### src/rtl/axis_rr_arbiter_pkg.sv
// rtl/axis_rr_arbiter_pkg.sv - shared state type, default sizes and round-robin pick function for axis_rr_arbiter
package axis_rr_arbiter_pkg;

  typedef enum logic {IDLE, GRANT} arb_state_t;

  localparam int AXIS_ARB_N_SRC      = 4;
  localparam int AXIS_ARB_DATA_WIDTH = 8;
  localparam int AXIS_ARB_MAX_BURST  = 16;
  localparam int AXIS_ARB_PICK_W     = 16;

  // Returns {found, index}. Requests beyond N_SRC are zero-padded, so wrapping
  // modulo 16 visits the live sources in the same order as wrapping modulo N_SRC.
  function automatic logic [4:0] rr_pick(input logic [15:0] req, input logic [3:0] ptr);
    logic [4:0] res;
    logic [3:0] idx;
    res = '0;
    for (int i = AXIS_ARB_PICK_W - 1; i >= 0; i--) begin
      idx = ptr + 4'(i);
      if (req[idx]) res = {1'b1, idx};
    end
    return res;
  endfunction

endpackage

### src/rtl/axis_rr_pick.sv
// rtl/axis_rr_pick.sv - combinational round-robin priority encoder: first asserted request at or above ptr, wrapping
module axis_rr_pick
  import axis_rr_arbiter_pkg::*;
#(
  parameter int N_SRC = AXIS_ARB_N_SRC,
  parameter int IDX_W = $clog2(N_SRC)
) (
  input  logic [N_SRC-1:0] req,
  input  logic [IDX_W-1:0] ptr,
  output logic [IDX_W-1:0] idx,
  output logic             found
);

  logic [15:0] req_pad;
  logic [3:0]  ptr_pad;
  logic [4:0]  pick;

  always_comb begin
    req_pad             = '0;
    req_pad[N_SRC-1:0]  = req;
    ptr_pad             = '0;
    ptr_pad[IDX_W-1:0]  = ptr;
    pick                = rr_pick(req_pad, ptr_pad);
  end

  assign found = pick[4];
  assign idx   = pick[IDX_W-1:0];

  wire unused_pick = ^pick;

endmodule

### src/rtl/axis_rr_arbiter.sv
// rtl/axis_rr_arbiter.sv - round-robin AXI-Stream arbiter with bounded bursts; AXIS_RR_ARB_TLAST_EN switches to packet-atomic grants
module axis_rr_arbiter
  import axis_rr_arbiter_pkg::*;
#(
  parameter  int N_SRC      = AXIS_ARB_N_SRC,
  parameter  int DATA_WIDTH = AXIS_ARB_DATA_WIDTH,
  parameter  int MAX_BURST  = AXIS_ARB_MAX_BURST,
  localparam int IDX_W      = $clog2(N_SRC)
) (
  input  logic                        aclk,
  input  logic                        aresetn,
  input  logic [N_SRC-1:0]            s_axis_tvalid,
  input  logic [N_SRC*DATA_WIDTH-1:0] s_axis_tdata,
`ifdef AXIS_RR_ARB_TLAST_EN
  input  logic [N_SRC-1:0]            s_axis_tlast,
  output logic                        m_axis_tlast,
`endif
  output logic [N_SRC-1:0]            s_axis_tready,
  output logic                        m_axis_tvalid,
  output logic [DATA_WIDTH-1:0]       m_axis_tdata,
  input  logic                        m_axis_tready,
  output logic                        grant_valid,
  output logic [IDX_W-1:0]            grant_id
);

  localparam int               CNT_W     = $clog2(MAX_BURST) + 1;
  localparam logic [CNT_W-1:0] LAST_BEAT = CNT_W'(MAX_BURST - 1);
  localparam logic [IDX_W-1:0] LAST_SRC  = IDX_W'(N_SRC - 1);

  arb_state_t       state_q, state_d;
  logic [IDX_W-1:0] grant_q, grant_d;
  logic [IDX_W-1:0] rr_ptr_q, rr_ptr_d;
  logic [CNT_W-1:0] beat_cnt_q, beat_cnt_d;
  logic [IDX_W-1:0] pick_idx;
  logic             pick_found;
  logic             handshake;
  logic             release_grant;
  logic [DATA_WIDTH-1:0] src_data [N_SRC];

  for (genvar i = 0; i < N_SRC; i++) begin : g_src_data
    assign src_data[i] = s_axis_tdata[i*DATA_WIDTH +: DATA_WIDTH];
  end

  axis_rr_pick #(.N_SRC(N_SRC), .IDX_W(IDX_W)) u_pick (
    .req   (s_axis_tvalid),
    .ptr   (rr_ptr_q),
    .idx   (pick_idx),
    .found (pick_found)
  );

  always_ff @(posedge aclk or negedge aresetn) begin
    if (!aresetn) begin
      state_q    <= IDLE;
      grant_q    <= '0;
      rr_ptr_q   <= '0;
      beat_cnt_q <= '0;
    end else begin
      state_q    <= state_d;
      grant_q    <= grant_d;
      rr_ptr_q   <= rr_ptr_d;
      beat_cnt_q <= beat_cnt_d;
    end
  end

  always_comb begin
    state_d       = state_q;
    grant_d       = grant_q;
    rr_ptr_d      = rr_ptr_q;
    beat_cnt_d    = beat_cnt_q;
    m_axis_tvalid = 1'b0;
    m_axis_tdata  = '0;
    s_axis_tready = '0;
    handshake     = 1'b0;
    release_grant = 1'b0;
`ifdef AXIS_RR_ARB_TLAST_EN
    m_axis_tlast  = 1'b0;
`endif
    case (state_q)
      IDLE: begin
        if (pick_found) begin
          grant_d    = pick_idx;
          beat_cnt_d = '0;
          state_d    = GRANT;
        end
      end
      GRANT: begin
        // m_axis_tvalid depends only on the source, never on m_axis_tready
        m_axis_tvalid          = s_axis_tvalid[grant_q];
        m_axis_tdata           = src_data[grant_q];
        s_axis_tready[grant_q] = m_axis_tready;
        handshake              = m_axis_tvalid & m_axis_tready;
`ifdef AXIS_RR_ARB_TLAST_EN
        m_axis_tlast  = s_axis_tlast[grant_q];
        release_grant = handshake & s_axis_tlast[grant_q];
`else
        release_grant = (handshake && (beat_cnt_q == LAST_BEAT)) || !s_axis_tvalid[grant_q];
`endif
        if (release_grant) begin
          state_d    = IDLE;
          beat_cnt_d = '0;
          rr_ptr_d   = (grant_q == LAST_SRC) ? '0 : grant_q + 1'b1;
        end else if (handshake && (beat_cnt_q != LAST_BEAT)) begin
          beat_cnt_d = beat_cnt_q + 1'b1;
        end
      end
      default: state_d = IDLE;
    endcase
  end

  assign grant_valid = (state_q == GRANT);
  assign grant_id    = grant_q;

endmodule

### config.mk
export PLATFORM = sky130hd
export DESIGN_NAME = axis_rr_arbiter
export DESIGN_NICKNAME = d
export VERILOG_FILES = /design/src/rtl/axis_rr_arbiter_pkg.sv /design/src/rtl/axis_rr_pick.sv /design/src/rtl/axis_rr_arbiter.sv
export SDC_FILE = /design/constraint.sdc
export NUM_CORES = 1
export LEC_CHECK = 0
export ABC_AREA = 1
export CORE_MARGIN = 3
export CORE_UTILIZATION = 35
export DETAILED_ROUTE_END_ITERATION = 8
export PLACE_DENSITY = 0.8
export SLEW_MARGIN = 20
export SYNTH_ARGS = -nofsm -noshare
export SYNTH_HDL_FRONTEND = slang
export SYNTH_HIERARCHICAL = 1
export SYNTH_SLANG_ARGS = --single-unit
### constraint.sdc
create_clock -name aclk -period 2.9 [get_ports aclk]
set_clock_uncertainty 0.1 [all_clocks]
set_input_delay 0.58 -clock aclk [delete_from_list [all_inputs] [get_ports aclk]]
set_output_delay 0.58 -clock aclk [all_outputs]
set_load 0.05 [all_outputs]
After elaboration in Yosys (flattened, before gate mapping)
Cells that the tools add are included.

$lt $le $gt $ge: 19. Bitwise logic cells: 4. Reduce and logical (&&, ||, !) cells: 8. Muxes and demuxes: 66. $add $sub $neg: 17. Eq/ne operators: 5.

Operator list (number): two-way mux 5 bit (19); < comparator 4 x 5 -> 1 bit, second input constant (15); binary-select mux 1 bit (select 4 bit) (15); two-way mux 8 bit (3); two-way mux 1 bit (21); adder 2 x 3 -> 4 bit, second input constant (4); adder 2 x 4 -> 4 bit, second input constant (4); binary-select mux 8 bit (select 2 bit) (1); case mux 5 bit (2 select lines) (1); adder 3 x 3 -> 4 bit, second input constant (2); adder 2 x 2 -> 3 bit, second input constant (2); AND reduction 2 bit (3); adder 5 x 1 -> 5 bit, second input constant (1); == test 5 x 4 -> 1 bit, second input constant (1); < comparator 2 x 5 -> 1 bit, second input constant (1); != test 5 x 4 -> 1 bit, second input constant (1); adder 3 x 1 -> 4 bit, second input constant (1); adder 3 x 2 -> 4 bit, second input constant (1); bitwise AND 4 bit (1); binary-select mux 1 bit (select 2 bit) (2); two-way mux 4 bit (1); adder 2 x 1 -> 3 bit, second input constant (1); >= comparator 3 bit, second input constant (1); logical AND 1 bit (3); 14 further kinds (14).

Bits in registers: 10. Output and inout bits: 16. Logic and storage cells: 123.

Depth between registers and ports, before layout
Depth after elaboration: 21. Gate-level depth with buffers: 13.

Hierarchy
Netlist, hierarchy kept.

Modules (own cells, without submodules): axis_rr_arbiter (area an instance 1004.7 um2, seq. area each 250.2 um2, cells each 149, times used 1); axis_rr_pick (area an instance 316.6 um2, seq. area each 0.0 um2, cells each 63, times used 1).

Worst setup path after synthesis
OpenSTA, ideal clock, no wires.

Path type: reg2out. Start point: register grant_q[1] (netlist: grant_id[1]). End point: output port m_axis_tdata[1]. Data required time: 2.220 ns. Arrival: 2.060 ns. Setup slack: 0.160 ns. Stages on the path, launching flop included: 7. Path buffers: 2. Cell sequence: dfrtp_1 > buf_4 > inv_2 > buf_2 > nor2_1 > o21ai_0 > a21oi_1.

Cells in the longest elaborated chain, start to end: 5.

RTL lines: from (decl) (RTL line axis_rr_arbiter.sv:31) `logic [IDX_W-1:0] grant_q, grant_d;`; from (signal assigned) (RTL line axis_rr_arbiter.sv:59) `grant_q <= grant_d;`; NOT 2 -> 3 bit (not written as such) (RTL line axis_rr_arbiter.sv:89) `m_axis_tdata = src_data[grant_q];`; binary-select mux 8 bit (select 2 bit) (RTL line axis_rr_arbiter.sv:89); two-way mux 8 bit (not written as such) (2 in series) (RTL line axis_rr_arbiter.sv:89); two-way mux 8 bit (RTL line axis_rr_arbiter.sv:78) `case (state_q)`; to (decl) (RTL line axis_rr_arbiter.sv:20) `output logic [DATA_WIDTH-1:0] m_axis_tdata,`.

No other way between the ends. The select of a mux whose other input is x is not followed.

Worst setup path in the final report
Start point: register grant_q[1] (netlist: grant_id[1]). End point: output port m_axis_tdata[0].

The elaborated chain is that of the path after synthesis.

==> out/qor_table.md <==
| Parameter | Value | Unit |
| --- | --- | --- |
| Wire length of the first global-routing pass | 6380 | µm |
| Starting utilization of the core area | 0.378 | - |
| Core area | 3490 | µm² |
| Die Span Y | 67.4 | µm |
| Post-Synthesis Net Count | 259 | - |
| Largest delay contributor family on the critical path | flip-flops | - |
| Hold Path Origin | beat_cnt_q[4] | - |
| CP peak stage delay | 700 | ps |
| Layout-stage area growth over the synthesis result | 54.9 | % |
| Fraction of final layout cells with drive strength greater than 1 | 0.163 | - |
| Number of sinks driven by the clock tree | 10 | - |
| FF-to-FF setup slack | 780 | ps |
| Max capacitance violation total | 0 | - |
| Max-slew violation count | 0 | - |
| Remaining DRCs | 0 | - |
| Type of the worst min-delay path | reg -> reg | - |
| Final global-route overflow total | 0 | - |
| Number of antenna-violating nets in the routed design | 0 | - |
| Hold bufs inserted after CTS | 0 | - |
| Launching element type of the critical path | register | - |
| Clock tree root driver cell | clkbuf_8 | - |
| Maximum root-to-sink buffer count | 2 | - |
| Number of enable-type register cells in the synthesized netlist | 0 | - |
| I/O pin total | 55 | - |
| Max-Slew Margin vs Limit | 0.621 | - |
| Areal power density over the cells | 1230 | nW/µm² |
| Clk slew on worst S/H paths | 50 | ps |
| Min-Delay Path Depth | 2 | - |
| Met2 demand-to-capacity share in global routing | 0.351 | - |
| Leakage component of the power | 0.956 | nW |
| Total number of cells along the worst setup path | 5 | - |
| Number of buffers created by CTS | 3 | - |
| Width of the die | 67.4 | µm |
| Outcome | finished, final reports clean | - |
| Critical-path cell with the highest stage delay | dfrtp_1 | - |
| Count of instances resized after the clock tree is built | 0 | - |
| GRT met1 Usage | 0.188 | - |
| Fraction of registers with async set/reset | 1.00 | - |
| Critical path start-end classification | reg -> out | - |
| Routed vias | 1513 | - |
| Critical path data required time | 2220 | ps |
| Maximum VDD drop | 444 | µV |
| Least-Margin Pin Slew | 568 | ps |
| Post-synthesis sequential area ratio | 0.189 | - |
| Worst Path Buf+Inv | 2 | - |
| Global-route met3 utilization | 0.0566 | - |
| Aggregate routed wire length | 3890 | µm |
| Final instance count without filler cells | 310 | - |
| Minimum setup slack in the final design | 341 | ps |
| Iteration count of the initial detailed-routing pass | 5 | - |
| Cells traversed along the worst timing path | inv_2 -> nor2_1 -> o21ai_1 -> a21oi_1 -> buf_12 | - |
| Maximum net fanout on the critical path | 13 | - |
| Count of buffers inserted at the top-level ports | 54 | - |
| Most Crowded Layer GR | met2 | - |
| #FFs+latches synth | 10 | - |
| GRT Util Overall | 0.181 | - |
| Via density | 4.88 | - |
| Fraction of the cycle the final worst path needs | 0.883 | - |
| Crit. End Element | output pin | - |
| Wire length per cell after detailed routing | 12.5 | µm |
| Period minus WS final | 2560 | ps |
| Worst setup path startpoint | grant_id[1] | - |
| # placed instances | 306 | - |
| Cells after Synth | 212 | - |
| Synthesized area divided by synthesized cell count | 6.23 | µm² |
| Sum of net half-perimeters after detailed placement | 3170 | µm |
| Clock latency on the worst-skew pair | 230 | ps |
| Row count | 21 | - |
| Final layout net count | 312 | - |
| Predominant post-synthesis flop cell | dfrtp_1 | - |
| Yosys warning count | 6 | - |
| Die Area | 4550 | µm² |
| FF-to-FF Start | rr_ptr_q[0] | - |
| Maximum number of pins on one net before global-route repair | 23 | - |
| FF-to-FF path depth | 11 | - |
| Max Clock Freq | 391 | MHz |
| Antenna diode instance count | 0 | - |
| Clock tree from TritonCTS | done | - |
| Routability Congestion | 0.916 | - |
| Area of the mapped netlist | 1320 | µm² |
| Number of hold violations in the final report | 0 | - |
| Worst setup timing slack at the placement stage | 443 | ps |
| # setup viols final | 0 | - |
| Post-CTS Repair Setup Buffers | 0 | - |
| Number of antenna violations at the first check in global routing | 0 | - |
| Number of global-route vias before repair | 1488 | - |
| Post-synthesis cell type count | 25 | - |
| Number of DRC markers in iteration 0 | 69 | - |
| H-Tree Depth | 1 | - |
| Unrepaired setup endpoints after global routing | no | - |
| Arrival time of data at the critical path endpoint | 1880 | ps |
| Total Power Consumption | 0.00252 | W |
| Total negative slack | 0 | ps |
[per-stage QoR]
step,instance area [µm²],utilization,hold slack [ps]
detailed placement,1990,0.570,365
CTS,2050,0.586,378
finish,2050,0.586,375
floorplan,1320,-,184
global route,2050,0.586,391
global placement,1990,0.570,369
[Yosys cell counts, types with 3 or more instances]
library cell / n / area [µm²]
nand3_4: 3 / 52.6
a21oi_1: 11 / 55.1
buf_6: 4 / 45.0
dfrtp_1: 10 / 250
nand3_1: 7 / 35.0
ha_1: 8 / 100
o21ai_0: 16 / 80.1
nor2_1: 48 / 180
nand4_1: 3 / 18.8
nand2_2: 8 / 50.1
inv_1: 20 / 75.1
o21ai_1: 3 / 15.0
nand2_1: 51 / 191
nand3_2: 5 / 50.1
[registers in the layout, indices dropped and copies added, names as in the netlist]
name         cells
beat_cnt_q       5
grant_valid      1
grant_id         2
rr_ptr_q         2
[power breakdown]
group	internal, W	switching (W)	leakage [nW]
clock network	0.000119	0.0000518	0.0288
logic	0.000810	0.00122	0.800
registers	0.000189	0.000134	0.128
[cell type report]
cell class / instances / area [µm²]
Clock buffer: 4 / 55.1
Tap cell: 46 / 57.6
Multi-Input combinational cell: 172 / 915
Timing Repair Buffer: 55 / 678
Sequential cell: 10 / 250
Inverter: 23 / 91.3
Fill cell: 335 / 1450
[worst reg2reg max path, cell delays in order (launching register included)]
cell and delay (ps):
dfrtp_1 520, inv_2 130, ha_1 380, inv_1 100, nand3_1 150, nand3_2 100
nand2_2 80, nand2_1 50, nor2_1 120, a21oi_2 60, nor2_1 120, a21oi_1 60
[layer usage]
metal  vias up  share of wire
met2        56           0.47
met3         4           0.11
met5         -              0
met1       679           0.41
li1        774              -
met4         0         0.0072
[worst paths after layout]
path | endpoint
worst max register to register | grant_id[1]
min in group asynchronous | rr_ptr_q[0]
worst min-delay path | beat_cnt_q[4]
max in group asynchronous | beat_cnt_q[0]
worst max-delay path | m_axis_tdata[0]
worst min register to register | beat_cnt_q[4]
[cells by family (layout without fill, tap and decap cells)]
family / count (synthesis) / after routing / share of synthesized area
and+or+nand+nor: 131 / 131 / 0.475
AOI/OAI and AO/OA: 32 / 32 / 0.134
buffers and inverters: 30 / 82 / 0.118
DFF: 10 / 10 / 0.189
adders and majority gates: 8 / 8 / 0.0758
xor gates and xnor gates: 1 / 1 / 0.00663
[layout by cell type, fill, tap and decap left out, types with 3 or more instances in the layout]
cell type,Yosys,layout
nand4_1,3,3
o21ai_0,16,16
a21oi_1,11,11
clkbuf_8,0,4
ha_1,8,8
nand2_1,51,51
nor2_1,48,48
clkdlybuf4s50_1,0,41
nand2_2,8,8
inv_1,20,20
nand3_4,3,3
nand3_1,7,7
nand3_2,5,5
dfrtp_1,10,10
buf_12,0,13
o21ai_1,3,3
Note: power is estimated with default switching activity, not from simulation.
